### src/rtl/sqrt_seq_ctrl.sv
// Control sequencer for the iterative square-root datapath.
// Handshaked start/done/ack, pipeline drain, iteration limit and counter.
module sqrt_seq_ctrl #(
   parameter int PIPE_DEPTH = 2,
   parameter int MAX_ITER   = 256,
   parameter int CNT_W      = $clog2(MAX_ITER + 1)
) (
   input  logic             clk,
   input  logic             rst,
   input  logic             start_i,
   input  logic             ack_i,
   input  logic             N_i,
   output logic             wr_input_o,
   output logic             wr_square_o,
   output logic             en_pipe_o,
   output logic             mux_root_o,
   output logic             ready_o,
   output logic             busy_o,
   output logic             done_o,
   output logic             overflow_o,
   output logic [CNT_W-1:0] iter_cnt_o
);

   localparam int DRN_W = (PIPE_DEPTH > 1) ? $clog2(PIPE_DEPTH) : 1;
   localparam int DRN_V = (PIPE_DEPTH > 0) ? PIPE_DEPTH - 1 : 0;
   localparam logic [DRN_W-1:0] DRN_INIT = DRN_W'(DRN_V);
   localparam logic [CNT_W-1:0] CNT_LAST = CNT_W'(MAX_ITER - 1);
   localparam logic [CNT_W-1:0] CNT_MAX  = CNT_W'(MAX_ITER);

   typedef enum logic [2:0] {
      IDLE  = 3'd0,
      LOAD  = 3'd1,
      ITER  = 3'd2,
      DRAIN = 3'd3,
      SEL   = 3'd4,
      DONE  = 3'd5
   } state_t;

   state_t           state;
   state_t           state_nx;
   logic [CNT_W-1:0] iter_cnt;
   logic             overflow;
   logic [DRN_W-1:0] drain_cnt;
   logic             at_limit;
   logic             iter_exit;

   assign at_limit  = (iter_cnt == CNT_LAST);
   assign iter_exit = N_i || at_limit;

   always_ff @(posedge clk) begin
      if (rst) begin
         state <= IDLE;
      end else begin
         state <= state_nx;
      end
   end

   always_ff @(posedge clk) begin
      if (rst) begin
         iter_cnt  <= '0;
         overflow  <= 1'b0;
         drain_cnt <= '0;
      end else begin
         case (state)
            LOAD: begin
               iter_cnt <= '0;
               overflow <= 1'b0;
            end
            ITER: begin
               if (iter_cnt != CNT_MAX) begin
                  iter_cnt <= iter_cnt + 1'b1;
               end
               // N_i takes priority over the limit
               if (!N_i && at_limit) begin
                  overflow <= 1'b1;
               end
               if (iter_exit) begin
                  drain_cnt <= DRN_INIT;
               end
            end
            DRAIN: begin
               if (drain_cnt != '0) begin
                  drain_cnt <= drain_cnt - 1'b1;
               end
            end
            default: ;
         endcase
      end
   end

   always_comb begin
      state_nx = state;
      case (state)
         IDLE:  if (start_i) state_nx = LOAD;
         LOAD:  state_nx = ITER;
         ITER: begin
            if (iter_exit) begin
               state_nx = (PIPE_DEPTH == 0) ? SEL : DRAIN;
            end
         end
         DRAIN: if (drain_cnt == '0) state_nx = SEL;
         SEL:   state_nx = DONE;
         DONE:  if (ack_i) state_nx = IDLE;
         default: state_nx = IDLE;
      endcase
   end

   always_comb begin
      wr_input_o  = 1'b0;
      wr_square_o = 1'b0;
      en_pipe_o   = 1'b0;
      mux_root_o  = 1'b0;
      ready_o     = 1'b0;
      busy_o      = 1'b0;
      done_o      = 1'b0;
      case (state)
         LOAD: begin
            wr_input_o = 1'b1;
            busy_o     = 1'b1;
         end
         ITER: begin
            wr_square_o = 1'b1;
            en_pipe_o   = 1'b1;
            ready_o     = 1'b1;
            busy_o      = 1'b1;
         end
         DRAIN: begin
            en_pipe_o = 1'b1;
            busy_o    = 1'b1;
         end
         SEL: begin
            en_pipe_o  = 1'b1;
            mux_root_o = 1'b1;
            busy_o     = 1'b1;
         end
         DONE: begin
            mux_root_o = 1'b1;
            done_o     = 1'b1;
         end
         default: ;
      endcase
   end

   assign overflow_o = overflow;
   assign iter_cnt_o = iter_cnt;

endmodule

### config.mk
export PLATFORM = sky130hd
export DESIGN_NAME = sqrt_seq_ctrl
export DESIGN_NICKNAME = d
export VERILOG_FILES = /design/src/rtl/sqrt_seq_ctrl.sv
export SDC_FILE = /design/constraint.sdc
export NUM_CORES = 1
export LEC_CHECK = 0
export ABC_AREA = 1
export ABC_CLOCK_PERIOD_IN_PS = 3900
export CORE_UTILIZATION = 51
export DETAILED_ROUTE_END_ITERATION = 6
export PLACE_DENSITY = 0.82
export SYNTH_ARGS = -nofsm -noshare
export SYNTH_HDL_FRONTEND = slang
export SYNTH_SLANG_ARGS = --single-unit
### constraint.sdc
create_clock -name clk -period 3.9 [get_ports clk]
set_input_delay 0.585 -clock clk [delete_from_list [all_inputs] [get_ports clk]]
set_output_delay 0.585 -clock clk [all_outputs]
set_load 0.005 [all_outputs]
# Yosys cells after proc, flatten, opt, wreduce, memory -nomap -nowiden
# Cells that the tools add are included.
# W data, S select, Z words.
[totals]
regBits = 14
output_inout_bits = 17
[op_classes]
addsub = 2
n_eq_ne = 13
muxes = 18
n_reduce_logical = 13
[ops]
columns = ["operator", "count"]
rows = [
  ["$pmux W3 S6", 1],
  ["$pmux W9 S2", 1],
  ["$mux W3", 4],
  ["$ne A2 B2 Y1 const B", 6],
  ["$add A9 B1 Y9 const B", 1],
  ["$eq A9 B8 Y1 const B", 1],
  ["$mux W1", 9],
  ["$mux W9", 1],
  ["$ne A9 B9 Y1 const B", 1],
  ["$eq A3 B2 Y1 const B", 2],
  ["$eq A3 B3 Y1 const B", 2],
  ["$reduce_and A2 Y1", 3],
  ["$pmux W1 S2", 2],
  ["$reduce_and A4 Y1", 1],
  ["$reduce_bool A2 Y1", 2],
  ["$reduce_or A4 Y1", 1],
  ["$eq A3 B1 Y1 const B", 1],
  ["$logic_not A3 Y1", 1],
  ["$reduce_or A3 Y1", 1],
  ["$reduce_or A2 Y1", 1],
  ["$logic_and A1 B1 Y1", 1],
  ["$logic_not A1 Y1", 1],
  ["$logic_or A1 B1 Y1", 1],
  ["$sub A1 B1 Y1 const B", 1],
]

# Longest topological paths before layout
# Gate-level depths: netlist of the first run.
[depth]
ltp_word = 4
ltp_mapped = 14
mapped_depth_nobuf = 14

# Worst setup path before layout of the first run
# No wires, ideal clock.
[synth_timing]
path_type = "reg-to-reg"
from = "reg iter_cnt[1] (netlist: iter_cnt_o[1])"
to = "reg state[2]"
setup_time_ns = 0.113
arrival_time_ns = 1.599
slack_ns = 2.189
path_stages_with_launch = 14
path_buffers = 0
path_cell_list = "dfxtp_1 -> ha_1 -> nand2_1 -> nor2_1 -> nand3_1 -> nor2_1 -> ha_1 -> nor2_1 -> nand3_1 -> nand2_1 -> nor2_1 -> nand2_1 -> nand2_1 -> nor2_1"
[synth_between]
elab_chain_cells = 4
[synth_rtl]
columns = ["item", "line_no", "rtl"]
rows = [
  ["from (decl)", "41", "logic [CNT_W-1:0] iter_cnt;"],
  ["from (signal assigned)", "71", "iter_cnt <= iter_cnt + 1'b1;"],
  ["$eq A9 B8 Y1", "47", "assign at_limit = (iter_cnt == CNT_LAST);"],
  ["$logic_or A1 B1 Y1", "48", "assign iter_exit = N_i || at_limit;"],
  ["$ne A2 B2 Y1 (no source line)", "-", ""],
  ["$reduce_and A4 Y1 (no source line)", "-", ""],
  ["to (signal assigned)", "54", "state <= state_nx;"],
  ["to (decl)", "39", "state_t state;"],
]
# Every way passes these cells.
# A chain may end at the register's enable or synchronous reset.

# Final worst setup path of the first run
[layout_timing]
from = "reg state[2]"
to = "out busy_o"
[layout_between]
elab_chain_cells = 3
word_cells_on_any_way = 6
classes_between = "eq/ne (4); mux (1); reduce/logical (1)"
[layout_rtl]
columns = ["item", "line_no", "rtl"]
rows = [
  ["$eq A3 B3 Y1, or another cell as far along", "116", "case (state)"],
  ["$reduce_or A4 Y1 (no source line) *", "-", ""],
  ["$mux W1 *", "116", ""],
  ["to (decl)", "18", "output logic busy_o,"],
]
# Mark *: on every way between the ends. The rest lies on a longest branch, timed or not.

==> run summary, run 1 <==
Most frequent cells in the layout -> nand2_1 (32), nand3_1 (22), clkdlybuf4s50_1 (21), nor2_1 (19), inv_1 (18)
Main combinational cell family by area after synthesis -> simple AND/OR/NAND/NOR gates
GRT Util Overall -> 25.6%
Synth Area in Simple Gates -> 40.9%
Wire per inst -> 12.0 um
CTS tree -> yes
Antenna violations before repair -> 0
First-pass GRT wire length -> 3620 um
Post-Synth Adder-Cell Area -> 4.28%
GPL Wtd Cong -> 0.872
Setup TNS -> 0 ns
Setup Viol. Count Final -> 0
XOR/XNOR share of the synthesized area -> 0.999%
Max Slew Vio Count -> 0
Die ar. -> 1890 um2
Setup ws final -> 1.47 ns
Final ANT Viol Nets -> 0
Clock power frac -> 17.4%
Commonest non-fill, non-tap cell in the layout -> nand2_1
Clk_lat worst skew -> 0.28 ns
Worst path required time -> 3.31 ns
CP Max Fanout -> 13
Die W -> 43.5 um
RSZ-0062 raised after global routing -> false
Tmin final -> 2.43 ns
Initial Util -> 56.3%
Filler cells -> 144
Total routed wirelength -> 2130 um
Leak -> 0.479 nW
CTS max path bufs -> 2
Worst hold slack -> 0.480 ns
Layout cells sized above 1 -> 6.79%
Clock-pin slew on the worst setup and hold paths -> 0.07 ns
Post-CTS Setup Inserts -> 0
Mux share of post-synthesis cell area -> 0%
Sw Pwr -> 0.237 mW
Switching share of total power -> 40.7%
Max cap viols -> 0
# DRC -> 4
Failing checks -> design-rule violations
Critical setup path kind -> reg -> out
PortBufs -> 21
Root buf cell -> clkbuf_4
Mapped Area -> 877 um2
Max Freq -> 411 MHz
Number of buffers created by CTS -> 3
Critical Path AT -> 1.85 ns
Synth unique cells -> 19
Tcrit/Tclk final -> 62.4%
Comb power frac -> 49.8%
Skew final -> 0.0108 ns
Syn Inst Count -> 141
Outcome -> finished, violations left
1st-iter DRT viols -> 41
Syn nets -> 149
Detailed Routing Iterations Pass 1 -> 6
Actual slew at the worst max-slew pin -> 0.454 ns
Fin nets -> 171
Max H-tree Level -> 1
Core area -> 1560 um2
CTS resizes -> 0
Maximum VDD drop -> 0.479 mV
Chip height -> 43.5 um
Vias per cell -> 5.39
P_int -> 0.346 mW
Rows -> 14
Share of total power in sequential cells -> 32.8%
Total gr overflow -> 0
Synth Register Bits -> 14
Hold buffers post-CTS -> 0
Power Density -> 523 nW/um2
Worst setup EP type -> output pin
Final Total Pwr -> 0.583 mW
I/O Pins -> 22
CP startpoint kind -> register
Post-Syn Area per Cell -> 6.22 um2
Sequential share of the synthesized area -> 32.0%
Dpl ws -> 1.79 ns
Final hold vios -> 0
# clock sinks -> 14
DP HPWL -> 1630 um
Min-Delay Path Class -> reg -> reg
Largest net degree at the start of global routing -> 14
Complex-gate fraction of the synthesized area -> 9.70%
Number of diodes -> 0
Synth warn -> 0
Vias -> 959
Slew headroom -> 69.7%
Syn-to-layout area delta -> 27.2%
Number of global-route vias before repair -> 887
## state kept, by name (all words and copies together) (netlist names)
signal      flops
iter_cnt_o      9
drain_cnt       1
state           3
overflow_o      1
## synthesized netlist by cell type
library cell	n	area, um2
nand2_1	32	120
nand3_1	22	110
nor2_1	19	71.3
inv_1	18	67.6
dfxtp_1	14	280
a21oi_1	12	60.1
o21ai_0	5	25.0
ha_1	3	37.5
inv_2	3	11.3
nand3b_1	3	22.5
nand2_2	2	12.5
buf_2	1	5.00
buf_4	1	7.51
buf_6	1	11.3
clkbuf_1	1	3.75
nand3_2	1	10.0
nand4_1	1	6.26
nor2_2	1	6.26
xnor2_1	1	8.76
## per-layer routing
metal  global-route usage (%)  wire (um)
met5                        0          0
met4                     13.1         21
met3                     7.92        102
met2                     40.0        983
met1                     31.6       1020
## worst paths after layout
kind,endpoint,startpoint,slack (ns),cells past startpoint
worst max-delay path,busy_o,state[2],1.47,6
worst min-delay path,drain_cnt,drain_cnt,0.48,2
worst max register to register,state[2],iter_cnt_o[1],1.82,13
worst min register to register,drain_cnt,drain_cnt,0.48,2
## area by class of cell
cell class	instances	area, um2	share of cell area, %
multi-input cells	102	490	43.9
inverters	21	78.8	7.06
clock buffers	4	36.3	3.25
flip-flops and latches	14	280	25.1
repair buffers	21	210	18.8
well taps	16	20.0	1.79
## cells by family (layout without fill, tap and decap cells)
group	Yosys count	count (layout)
compound gates	17	17
xor+xnor	1	1
fa+ha+maj	3	3
buf+inv	25	46
flops	14	14
simple gates	81	81
## critical path, stage by stage, from the launching register on
cell and delay [ns]:
dfxtp_1 0.34, inv_1 0.17, nand3_2 0.27, nand2_1 0.17, inv_1 0.06, nand2_1 0.06
clkdlybuf4s50_1 0.49
## power groups by stage
stage,logic (mW),registers [mW],clock network (mW)
detailed placement,0.287,0.194,0
global route,0.328,0.194,0.113
floorplan,0.182,0.190,0
global placement,0.285,0.193,0
CTS,0.290,0.191,0.104
finish,0.291,0.192,0.101
## per-stage QoR
stage | instances | util (%) | area (um2)
2_1_floorplan | 141 | - | 877
3_3_place_gp | 174 | 69.3 | 1080
3_5_place_dp | 174 | 69.3 | 1080
4_1_cts | 178 | 71.6 | 1120
5_1_grt | 178 | 71.6 | 1120
6_report | 178 | 71.6 | 1120
No activity file was read; power rests on OpenSTA's default activity.
==> run 2, diff against run 1 <==
--- a/config.mk
+++ b/config.mk
@@ -6,10 +6,11 @@
 export NUM_CORES = 1
 export LEC_CHECK = 0
 export ABC_AREA = 1
-export ABC_CLOCK_PERIOD_IN_PS = 3900
-export CORE_UTILIZATION = 51
+export ABC_CLOCK_PERIOD_IN_PS = 2029
+export CORE_ASPECT_RATIO = 0.75
+export CORE_UTILIZATION = 43
 export DETAILED_ROUTE_END_ITERATION = 6
-export PLACE_DENSITY = 0.82
+export PLACE_DENSITY = 0.74
 export SYNTH_ARGS = -nofsm -noshare
 export SYNTH_HDL_FRONTEND = slang
 export SYNTH_SLANG_ARGS = --single-unit
==> constraint.sdc (replaced) <==
create_clock -name clk -period 2.03 [get_ports clk]
set_input_delay 0.3045 -clock clk [delete_from_list [all_inputs] [get_ports clk]]
set_output_delay 0.3045 -clock clk [all_outputs]
set_load 0.005 [all_outputs]
==> run summary, run 2 (synthesis gave the netlist of run 1 again) <==
Final hold vios -> 0 (unchanged)
Max Freq -> 523 MHz
Outcome -> finished, final reports clean
Dpl ws -> 0.160 ns (-1.63 ns)
Root buf cell -> clkbuf_4
Layout cells sized above 1 -> 12.8% (+6.0 points)
Detailed Routing Iterations Pass 1 -> 4 (-2)
Total routed wirelength -> 2190 um (+2.7%)
Delay-heaviest family, CP -> buffers and inverters
Buf/Inv on CP -> 2 (-1)
Hold buffers post-CTS -> 0 (unchanged)
Vias -> 951 (-0.83%)
Critical setup path kind -> reg -> out
Tmin final -> 1.91 ns
Worst setup path start -> state[0]
Initial Util -> 48.1% (-8.1 points)
Number of global-route vias before repair -> 817 (-7.9%)
Crit path largest cell delay -> 0.49 ns (about the same)
Chip height -> 41.1 um (-5.4%)
Fin nets -> 174 (+1.8%)
Worst path required time -> 1.73 ns (-1.58 ns)
Register-to-Register Path Depth -> 13 (unchanged)
Inst Count DP -> 183 (+5.2%)
Actual slew at the worst max-slew pin -> 0.213 ns (-0.241 ns)
CTS max path bufs -> 2 (unchanged)
Most frequent cells in the layout -> nand2_1 (31), nand3_1 (22), clkdlybuf4s50_1 (21), inv_1 (17), nor2_1 (17)
RR Startpoint -> iter_cnt_o[0]
Syn-to-layout area delta -> 31.7%
Top Usage Layer GRT -> met2
Die ar. -> 2230 um2 (+18%)
Power Density -> 997 nW/um2 (+91%)
Max H-tree Level -> 1 (unchanged)
Die W -> 54.2 um (+25%)
Core area -> 1820 um2 (+17%)
Max cap viols -> 0 (unchanged)
Number of buffers created by CTS -> 3 (unchanged)
CTS tree -> yes
Post-CTS Setup Inserts -> 0 (unchanged)
CP startpoint kind -> register
Vias per cell -> 5.11 (-5.1%)
Filler cells -> 160 (+11%)
Antenna violations before repair -> 0 (unchanged)
Wire per inst -> 11.7 um (-1.7%)
Slew headroom -> 85.7% (+16 points)
GRT met1 Usage -> 31.7% (+0.12 points)
1st-iter DRT viols -> 50 (+22%)
Setup TNS -> 0 ns (unchanged)
Clock-pin slew on the worst setup and hold paths -> 0.08 ns (about the same)
Setup ws final -> 0.118 ns (-1.35 ns)
GPL Wtd Cong -> 0.887 (+1.8%)
Total gr overflow -> 0 (unchanged)
First-pass GRT wire length -> 3590 um (-0.75%)
Final ANT Viol Nets -> 0 (unchanged)
Skew final -> 0.000693 ns (-0.0101 ns)
# clock sinks -> 14 (unchanged)
Max reg flops -> 9 (unchanged)
Rows -> 13 (-1)
Maximum VDD drop -> 0.747 mV (+56%)
Met2 GRT Util -> 37.5% (-2.5 points)
DP HPWL -> 1660 um (+2.1%)
Max Slew Vio Count -> 0 (unchanged)
I/O Pins -> 22 (unchanged)
Most frequent cell on the critical path -> nand2_1
Worst setup EP type -> output pin
Cell Count, Final, Fillers Out -> 186 (+4.5%)
Critical Path Stages -> 6 (unchanged)
Worst Hold Path Cells -> 2 (unchanged)
Reg2Reg Setup Slack -> 0.20 ns (-1.62 ns)
Min-Delay Path Class -> reg -> reg
Setup Viol. Count Final -> 0 (unchanged)
Critical Path AT -> 1.61 ns (-0.24 ns)
Crit-path cells -> nor2_2, nand2_2, nand2_1, inv_1, nand2_1, clkdlybuf4s50_1
Final Total Pwr -> 1.15 mW (+97%)
Met3 usage -> 6.67% (-1.2 points)
CP Max Fanout -> 7 (-6)
Tcrit/Tclk final -> 94.2%
# DRC -> 0 (-4)
Critical-path top delay cell -> clkdlybuf4s50_1
HP Start -> overflow_o
Commonest non-fill, non-tap cell in the layout -> nand2_1
CTS resizes -> 3 (+3)
Leak -> 0.490 nW (+2.2%)
Number of diodes -> 0 (unchanged)
GRT Util Overall -> 23.7% (-1.9 points)
Largest net degree at the start of global routing -> 12 (-2)
PortBufs -> 21 (unchanged)
Clk_lat worst skew -> 0.28 ns (about the same)
-- run 2: worst register-to-register path: stages (launching register included) --
cell and delay, ns:
dfxtp_1 0.38, ha_1 0.21, nand2_1 0.09, nor2_2 0.15
nand3_1 0.10, nor2_1 0.11, ha_1 0.19, nor2_1 0.05
nand3_1 0.07, nand2_1 0.08, nor2_2 0.14, nand2_1 0.06
nand2_1 0.05, nor2_1 0.04
-- run 2: worst paths after layout --
kind,to
worst min-delay path,overflow_o
worst min register to register,overflow_o
worst max-delay path,busy_o
worst max register to register,state[2]
-- run 2: where the power goes --
part	internal [mW]	total (mW)	switching [mW]	leakage, nW
combinational	0.277	0.604	0.327	0.361
sequential	0.320	0.386	0.0664	0.115
clock	0.0688	0.161	0.0919	0.0138
total	0.665	1.15	0.485	0.490
-- run 2: layout make-up --
class / instances / area [um2] / share of cell area [%]
clock buffers: 3 / 22.5 / 1.95
inverters: 21 / 81.3 / 7.04
multi-input cells: 102 / 505 / 43.8
flip-flops and latches: 14 / 285 / 24.7
well taps: 22 / 27.5 / 2.38
repair buffers: 24 / 233 / 20.2
-- run 2: per-layer routing --
metal  part of all wire, %  up-vias
li1                      -      499
met4                  0.59        0
met5                     0        -
met2                    42       30
met1                    51      420
met3                   6.2        2
-- run 2: metrics by stage --
stage	utilization (%)	cell area, um2	hold slack, ns
6_report	63.4	1150	0.468
5_1_grt	63.4	1150	0.494
2_1_floorplan	-	877	0.445
4_1_cts	62.6	1140	0.470
3_3_place_gp	60.9	1110	0.453
3_5_place_dp	60.9	1110	0.457
==> run 3, diff against run 2 <==
--- a/config.mk
+++ b/config.mk
@@ -7,10 +7,12 @@
 export LEC_CHECK = 0
 export ABC_AREA = 1
 export ABC_CLOCK_PERIOD_IN_PS = 2029
+export CELL_PAD_IN_SITES_DETAIL_PLACEMENT = 1
+export CELL_PAD_IN_SITES_GLOBAL_PLACEMENT = 1
 export CORE_ASPECT_RATIO = 0.75
-export CORE_UTILIZATION = 43
+export CORE_UTILIZATION = 29
 export DETAILED_ROUTE_END_ITERATION = 6
-export PLACE_DENSITY = 0.74
+export PLACE_DENSITY_LB_ADDON = 0.1
 export SYNTH_ARGS = -nofsm -noshare
 export SYNTH_HDL_FRONTEND = slang
 export SYNTH_SLANG_ARGS = --single-unit
==> run summary, run 3 (synthesis gave the netlist of run 1 again) <==
Skew final -> 0.00290 ns (+0.00220 ns)
Dpl ws -> 0.0449 ns (-0.115 ns)
Design area -> 1220 um2 (+5.3%)
# clock sinks -> 14 (unchanged)
Max reg flops -> 9 (unchanged)
CTS max path bufs -> 2 (unchanged)
Leak -> 0.507 nW (+3.5%)
Most frequent cells in the layout -> nand2_1 (32), nand3_1 (22), clkdlybuf4s50_1 (21), inv_1 (17), nor2_1 (17)
RSZ-0062 raised after global routing -> false
Power Density -> 1060 nW/um2 (+6.0%)
Critical setup path kind -> reg -> out
DP Area -> 1130 um2 (+2.3%)
Setup ws final -> 0.104 ns (-0.0143 ns)
Rows -> 16 (+3)
Layout cells sized above 1 -> 15.1% (+2.3 points)
Initial Util -> 32.0% (-16 points)
Number of buffers created by CTS -> 3 (unchanged)
Slew headroom -> 83.4% (-2.3 points)
Commonest non-fill, non-tap cell in the layout -> nand2_1
Final ANT Viol Nets -> 0 (unchanged)
Worst setup EP type -> output pin
Number of global-route vias before repair -> 969 (+19%)
Total routed wirelength -> 2640 um (+21%)
Core area -> 2740 um2 (+51%)
GPL Wtd Cong -> 0.838 (-5.5%)
Actual slew at the worst max-slew pin -> 0.249 ns (+0.0360 ns)
I/O Pins -> 22 (unchanged)
Die ar. -> 3250 um2 (+46%)
CP startpoint kind -> register
Max H-tree Level -> 1 (unchanged)
Tmin final -> 1.93 ns (+0.0143 ns)
Syn-to-layout area delta -> 38.7%
Largest net degree at the start of global routing -> 12 (unchanged)
Min-Delay Path Class -> reg -> reg
Final Util -> 44.3% (-19 points)
Clock-pin slew on the worst setup and hold paths -> 0.06 ns (-0.02 ns)
Number of diodes -> 0 (unchanged)
Vias per cell -> 4.78 (-6.5%)
Chip height -> 49.6 um (+21%)
Max Freq -> 519 MHz (-0.74%)
Tcrit/Tclk final -> 94.9% (+0.70 points)
Wire per inst -> 13.0 um (+11%)
GRT Util Overall -> 19.0% (-4.6 points)
Detailed Routing Iterations Pass 1 -> 4 (unchanged)
Max Slew Vio Count -> 0 (unchanged)
Outcome -> finished, final reports clean
Fin nets -> 175 (+0.57%)
Critical Path AT -> 1.62 ns (about the same)
Worst path required time -> 1.73 ns (about the same)
Maximum VDD drop -> 0.548 mV (-27%)
Antenna violations before repair -> 0 (unchanged)
Root buf cell -> clkbuf_8
Total gr overflow -> 0 (unchanged)
DP HPWL -> 2040 um (+23%)
Setup Viol. Count Final -> 0 (unchanged)
Clk_lat worst skew -> 0.25 ns (-0.03 ns)
Setup TNS -> 0 ns (unchanged)
First-pass GRT wire length -> 4660 um (+30%)
Max cap viols -> 0 (unchanged)
PortBufs -> 21 (unchanged)
CTS tree -> yes
Die W -> 65.5 um (+21%)
CP Max Fanout -> 7 (unchanged)
1st-iter DRT viols -> 45 (-10%)
Final hold vios -> 0 (unchanged)
# DRC -> 0 (unchanged)
Vias -> 966 (+1.6%)
## run 3: cell types whose count changed in the layout (fill, tap and decap cells not counted), moves of 2 or more
cell      before  now
ha_2           0    2
clkbuf_8       0    4
clkbuf_4       3    0
ha_1           3    1
## run 3: worst paths after layout
kind / slack (ns) / cells after the start / end / start
setup reg to reg: 0.19 / 13 / state[2] / iter_cnt_o[1]
hold / removal: 0.47 / 2 / overflow_o / overflow_o
setup / recovery: 0.10 / 5 / wr_input_o / state[2]
hold reg to reg: 0.47 / 2 / overflow_o / overflow_o
## run 3: cell type report
class / instances / area (um2)
clock buffers: 4 / 55.1
flip-flops and latches: 14 / 285
well taps: 36 / 45.0
multi-input cells: 102 / 512
fillers: 359 / 1530
repair buffers: 25 / 240
inverters: 21 / 78.8
## run 3: layer usage
layer | vias to the layer above | GRT usage (%) | share of wire [%]
met4 | 0 | 2.17 | 0.30
met5 | - | 0 | 0
met1 | 446 | 28.8 | 54
li1 | 501 | - | -
met2 | 17 | 26.8 | 42
met3 | 2 | 5.79 | 4.4
## run 3: timing repair
item	in CTS	in global routing
cloned	0	0
endpoints found under the setup margin	3	5
endpoints found under the hold margin	0	0
hold buffers	0	0
buffers inserted	0	0
resized for setup	5	7
pin swaps	0	1
## run 3: worst max-delay path: stages, from the launching register on
cell	delay [ns]
dfxtp_1	0.35
inv_2	0.15
nand3_4	0.13
buf_4	0.19
inv_1	0.05
clkdlybuf4s50_1	0.49
## run 3: per-stage QoR
stage                     power, mW  cells  hold slack, ns
final                          1.29    202           0.469
after global routing           1.39    202           0.506
after CTS                      1.29    202           0.468
after detailed placement      0.982    198           0.457
after global placement        0.967    198           0.455
after floorplan               0.715    141           0.445
## run 3: report_power, final
group,total [mW],switching [mW],internal (mW)
logic,0.622,0.344,0.278
registers,0.384,0.0646,0.320
clock network,0.279,0.107,0.172
